File: src/rtl/uart_rx_ascii.sv
// UART 8N1 receiver with oversampled mid-bit sampling and a valid/ack holding register.
// Define UART_RX_PARITY_EN for 8E1 frames with a Parity_error pulse output.
module uart_rx_ascii #(
    parameter int CLOCK_HZ   = 100_000_000,
    parameter int BAUD       = 9600,
    parameter int OVERSAMPLE = 16
) (
    input  logic       Clock_100MHz,
    input  logic       Reset,
    input  logic       RxD,
    output logic [7:0] Data,
    output logic       Data_valid,
    input  logic       Data_ack,
    output logic       Framing_error,
    output logic       Overrun,
`ifdef UART_RX_PARITY_EN
    output logic       Parity_error,
`endif
    output logic       Busy
);

    localparam int DIV = CLOCK_HZ / (BAUD * OVERSAMPLE);
    localparam int DW  = $clog2(DIV + 1);
    localparam int SW  = $clog2(OVERSAMPLE);
    localparam logic [DW-1:0] DIV_LAST = DW'(DIV - 1);
    localparam logic [SW-1:0] S_MID    = SW'(OVERSAMPLE / 2 - 1);
    localparam logic [SW-1:0] S_LAST   = SW'(OVERSAMPLE - 1);

    typedef enum logic [2:0] {
        IDLE,
        START,
        DATA,
`ifdef UART_RX_PARITY_EN
        PARITY,
`endif
        STOP,
        BRK
    } state_t;

    state_t          state;
    logic            rx_meta, rxs;
    logic [DW-1:0]   div_cnt;
    logic            tick;
    logic [SW-1:0]   s;
    logic [2:0]      b;
    logic [7:0]      shreg;
    logic            frame_ok;

    // Synchronizer resets to the idle line level so reset release cannot fake a start edge.
    always_ff @(posedge Clock_100MHz or posedge Reset) begin
        if (Reset) begin
            rx_meta <= 1'b1;
            rxs     <= 1'b1;
        end else begin
            rx_meta <= RxD;
            rxs     <= rx_meta;
        end
    end

    assign tick = (div_cnt == DIV_LAST);

    always_ff @(posedge Clock_100MHz or posedge Reset) begin
        if (Reset)     div_cnt <= '0;
        else if (tick) div_cnt <= '0;
        else           div_cnt <= div_cnt + 1'b1;
    end

`ifdef UART_RX_PARITY_EN
    logic par_bit;
    logic parity_ok;
    assign parity_ok = ~^{shreg, par_bit};
`else
    logic parity_ok;
    assign parity_ok = 1'b1;
`endif
    assign frame_ok = rxs && parity_ok;
    assign Busy     = (state != IDLE);

    always_ff @(posedge Clock_100MHz or posedge Reset) begin
        if (Reset) begin
            state         <= IDLE;
            s             <= '0;
            b             <= '0;
            shreg         <= '0;
            Data          <= '0;
            Data_valid    <= 1'b0;
            Framing_error <= 1'b0;
            Overrun       <= 1'b0;
`ifdef UART_RX_PARITY_EN
            par_bit       <= 1'b0;
            Parity_error  <= 1'b0;
`endif
        end else begin
            Framing_error <= 1'b0;
`ifdef UART_RX_PARITY_EN
            Parity_error  <= 1'b0;
`endif
            if (Data_valid && Data_ack) begin
                Data_valid <= 1'b0;
                Overrun    <= 1'b0;
            end
            case (state)
                IDLE: if (!rxs) begin
                    state <= START;
                    s     <= '0;
                end
                START: if (tick) begin
                    if (s == S_MID) begin
                        if (rxs) state <= IDLE;
                        else begin
                            state <= DATA;
                            s     <= '0;
                            b     <= '0;
                        end
                    end else s <= s + 1'b1;
                end
                DATA: if (tick) begin
                    if (s == S_LAST) begin
                        shreg <= {rxs, shreg[7:1]};
                        s     <= '0;
                        b     <= b + 1'b1;
`ifdef UART_RX_PARITY_EN
                        if (b == 3'd7) state <= PARITY;
`else
                        if (b == 3'd7) state <= STOP;
`endif
                    end else s <= s + 1'b1;
                end
`ifdef UART_RX_PARITY_EN
                PARITY: if (tick) begin
                    if (s == S_LAST) begin
                        par_bit <= rxs;
                        s       <= '0;
                        state   <= STOP;
                    end else s <= s + 1'b1;
                end
`endif
                STOP: if (tick) begin
                    if (s == S_LAST) begin
                        s             <= '0;
                        Framing_error <= !rxs;
`ifdef UART_RX_PARITY_EN
                        Parity_error  <= !parity_ok;
`endif
                        if (frame_ok) begin
                            // A simultaneous ack frees the register, so no overrun in that case.
                            Data       <= shreg;
                            Data_valid <= 1'b1;
                            Overrun    <= Data_valid && !Data_ack;
                        end
                        state <= rxs ? IDLE : BRK;
                    end else s <= s + 1'b1;
                end
                BRK: if (rxs) state <= IDLE;
                default: state <= IDLE;
            endcase
        end
    end

endmodule

File: config.mk
export PLATFORM = sky130hd
export DESIGN_NAME = uart_rx_ascii
export DESIGN_NICKNAME = d
export VERILOG_FILES = /design/src/rtl/uart_rx_ascii.sv
export SDC_FILE = /design/constraint.sdc
export NUM_CORES = 1
export LEC_CHECK = 0
export ABC_AREA = 1
export BUFFER_PORTS_ARGS = -buffer_cell sky130_fd_sc_hd__buf_4
export CORE_UTILIZATION = 40
export CTS_CLUSTER_DIAMETER = 30
export DETAILED_ROUTE_END_ITERATION = 16
export HOLD_SLACK_MARGIN = 0.1
export MAX_ROUTING_LAYER = met4
export REMOVE_ABC_BUFFERS = 1
export SLEW_MARGIN = 15
export SYNTH_ARGS = -nofsm -noshare
export SYNTH_HDL_FRONTEND = slang
export SYNTH_SLANG_ARGS = --single-unit
File: constraint.sdc
create_clock -name Clock_100MHz -period 3 [get_ports Clock_100MHz]
set_clock_uncertainty 0.2 [all_clocks]
set_input_delay 0.15 -clock Clock_100MHz [delete_from_list [all_inputs] [get_ports Clock_100MHz]]
set_output_delay 0.15 -clock Clock_100MHz [all_outputs]
set_load 0.02 [all_outputs]
==> results.py <==
metrics = {
    "sta": {
        "hold_viol_final": 0,
        "max_slew_margin_pct": 30.6,
        "min_period_ns": 1.88,
        "finalMaxSlewViolations": 0,
        "whs_ns": 0.158,
        "final.period_utilization_pct": 62.6,
        "max_freq_mhz": 532,
        "tns_ns": 0,
        "rsz0062_at_grt": "false",
        "worst_pin_slew_ns": 1.04,
        "fin_ws_ns": 1.12,
        "setup_viol": 0,
    },
    "route": {
        "drtIter0Drc": 70,
        "wl_mm": 3.68,
        "postRouteAntennaNets": 0,
        "vias_per_cell": 4.74,
        "dr.pass1.iters": 4,
        "wl_per_cell_um": 10.8,
        "drc_errors": 0,
        "num_vias": 1611,
    },
    "yosys": {
        "yosysUniqueCellTypes": 26,
        "ys_seq_area_share_pct": 49.5,
        "ys_ff_latch": 41,
        "async_flop_share_pct": 100,
        "synth_area_um2": 2080,
        "synth-main-ff-cell": "dfrtp_1",
        "synth_cells": 248,
        "ys_warn_count": 0,
        "synth_edf_count": 0,
        "syn_avg_cell_area_um2": 8.37,
    },
    "cells_and_area": {
        "syn_to_final_growth_pct": 15.9,
        "multiInputGateArea_um2": 881,
        "layout_commonest_cell": "nand2_1",
        "area.sequential_um2": 1030,
        "diodes": 0,
        "layout-drive-gt1-share_pct": 18.3,
        "layout_common_cells": "nand2_1, dfrtp_1, inv_1",
        "n_fill_cell": 475,
        "fin_nets": 281,
    },
    "worst_setup_path": {
        "critical_path_arrival_ns": 1.86,
        "r2r-start": "div_cnt[0]",
        "slowest_stage": "dfrtp_1",
        "critical_path_buf_inv_count": 2,
        "end_kind": "flop",
        "startpoint_type": "flop",
        "critPathKind": "flop to flop",
        "reg2regPathDepth": 9,
        "r2r_end": "b[2]",
        "slowest_delay_ns": 0.41,
        "crit_fanout": 7,
        "timing.critical_path.from": "div_cnt[0]",
        "crit_top_cell": "nand2_1",
        "crit_chain": "inv_1 -> ha_1 -> nand2_1 -> nor2_1 -> nand3_2 -> inv_2 -> nand3_1 -> nand2_1 -> o21ai_1",
        "rrSetupSlack_ns": 1.12,
        "worst_path_dominant_cell_family": "simple AND/OR/NAND/NOR gates",
        "crit_required_ns": 2.98,
    },
    "floorplanning": {
        "row_count": 25,
        "start_util_pct": 42.8,
        "die_height_um": 74.0,
        "die-area_um2": 5480,
        "core_area_um2": 4850,
        "ios": 16,
        "die-width_um": 74.0,
    },
    "min_path": {
        "hold_path.class": "flop to flop",
        "hold_end": "frame_ok",
        "worstHoldStart": "rx_meta",
        "min_delay_path_depth": 0,
    },
    "clock_network": {
        "cts-root-buf": "clkbuf_8",
        "clk_pin_slew_ns": 0.09,
        "cts_resized": 0,
        "clkLatencyLatePin_ns": 0.29,
        "cts.htree.levels": 2,
        "cts_tree": "built",
        "clock-sinks": 41,
        "cts_max_path_buffers": 2,
        "cts_buffers": 5,
    },
    "power_and_ir_drop": {
        "leakagePower_nw": 1.20,
        "p_per_area_nw_per_um2": 422,
        "p_int_w": 0.000811,
        "p_switching_w": 0.000204,
        "seq_power_share_pct": 54.8,
        "p_sw_share_pct": 20.1,
        "peakVddDrop_mv": 0.323,
        "clockPowerShare_pct": 43.1,
        "pwr-share-comb_pct": 2.0,
    },
    "grt": {
        "gr-total-overflow": 0,
        "grt_pass1_wl_mm": 6.83,
        "grt_max_degree": 29,
        "track_usage_pct": 16.7,
        "antenna_found_initial": 0,
        "first_global_vias": 1567,
    },
    "place": {
        "dpl_worst_slack_ns": 1.11,
        "post-dp-hpwl_mm": 2.70,
        "numPortBuffers": 15,
        "routabilityCongestion": 0.854,
    },
    "run_status": {
        "outcome": "finished, final reports clean",
    },
    "flow_run": {
        "maxCapViolCount": 0,
    },
}
stage by stage:
step           area (um^2)  std cells  util (%)  power [W]
2_1_floorplan         2050        245         -   0.000576
3_3_place_gp          2260        329      46.6   0.000586
3_5_place_dp          2260        329      46.6   0.000586
4_1_cts               2400        340      49.6    0.00103
5_1_grt               2400        340      49.6    0.00106
6_report              2400        340      49.6    0.00102
logic make-up (layout without fill, tap and decap cells):
group,Yosys count,after routing,share of synthesized area [%]
AND/OR/NAND/NOR,122,122,27.0
flip-flops,41,41,49.5
buffers and inverters,40,65,8.02
AO/OA/AOI/OAI,36,36,10.7
adder cells (fa/ha/maj),5,5,3.01
XOR/XNOR,4,4,1.69
power groups by stage:
stage / combinational [W] / clock, W / sequential (W)
after global placement: 0.0000185 / 0 / 0.000568
final: 0.0000205 / 0.000438 / 0.000557
after floorplan: 0.00000958 / 0 / 0.000567
after CTS: 0.0000215 / 0.000456 / 0.000557
after detailed placement: 0.0000184 / 0 / 0.000568
after global routing: 0.0000236 / 0.000478 / 0.000557
worst max-delay path by stage:
stage              end  slack [ns]  depth (start not counted)
2_1_floorplan  Overrun        1.36                          9
3_3_place_gp      s[1]        1.08                          9
3_5_place_dp      s[0]        1.11                          9
4_1_cts           s[0]        1.10                          9
5_1_grt           b[1]        0.90                          9
6_report          b[2]        1.12                          9
what timing repair did:
item | CTS | global route
setup buffers | 0 | 0
endpoints found under the hold margin | 27 | 0
hold buffers | 3 | 0
Yosys cell counts, types with 2 or more instances:
cell / instances / area (um^2)
ha_1: 5 / 62.6
buf_6: 2 / 22.5
o21ai_1: 4 / 20.0
nand3_1: 23 / 115
xor2_1: 3 / 26.3
inv_2: 3 / 11.3
nor2_4: 2 / 22.5
o21ai_0: 16 / 80.1
nor2_1: 14 / 52.6
dfstp_2: 2 / 52.6
nand3_2: 2 / 20.0
a21oi_1: 4 / 20.0
o21ai_2: 10 / 87.6
dfrtp_1: 39 / 976
o211ai_1: 2 / 15.0
nand2_4: 2 / 22.5
nand2_1: 70 / 263
inv_1: 34 / 128
nand4_1: 4 / 25.0
flip-flops by register name, indices dropped and copies added, names as in the netlist:
name,count
frame_ok,1
shreg,8
div_cnt,10
b,3
Data_valid,1
Data,8
s,4
Framing_error,1
state,3
Overrun,1
rx_meta,1
area by class of cell:
cell class                      instances  area share, %
Clock inverter                          3           1.93
Timing Repair Buffer                   20           6.56
Sequential cell                        41           42.8
Tap cell                               67           3.49
Multi-Input combinational cell        167           36.6
Inverter                               37           5.78
Clock buffer                            5           2.86
layer usage:
metal / global-route usage (%) / vias up / wire length [um]
li1: - / 839 / -
met1: 22.0 / 749 / 1790
met2: 25.7 / 21 / 1730
met3: 4.07 / 2 / 131
met4: 4.49 / 0 / 23
met5: - / - / 0
(Power assumes the default switching activity.)
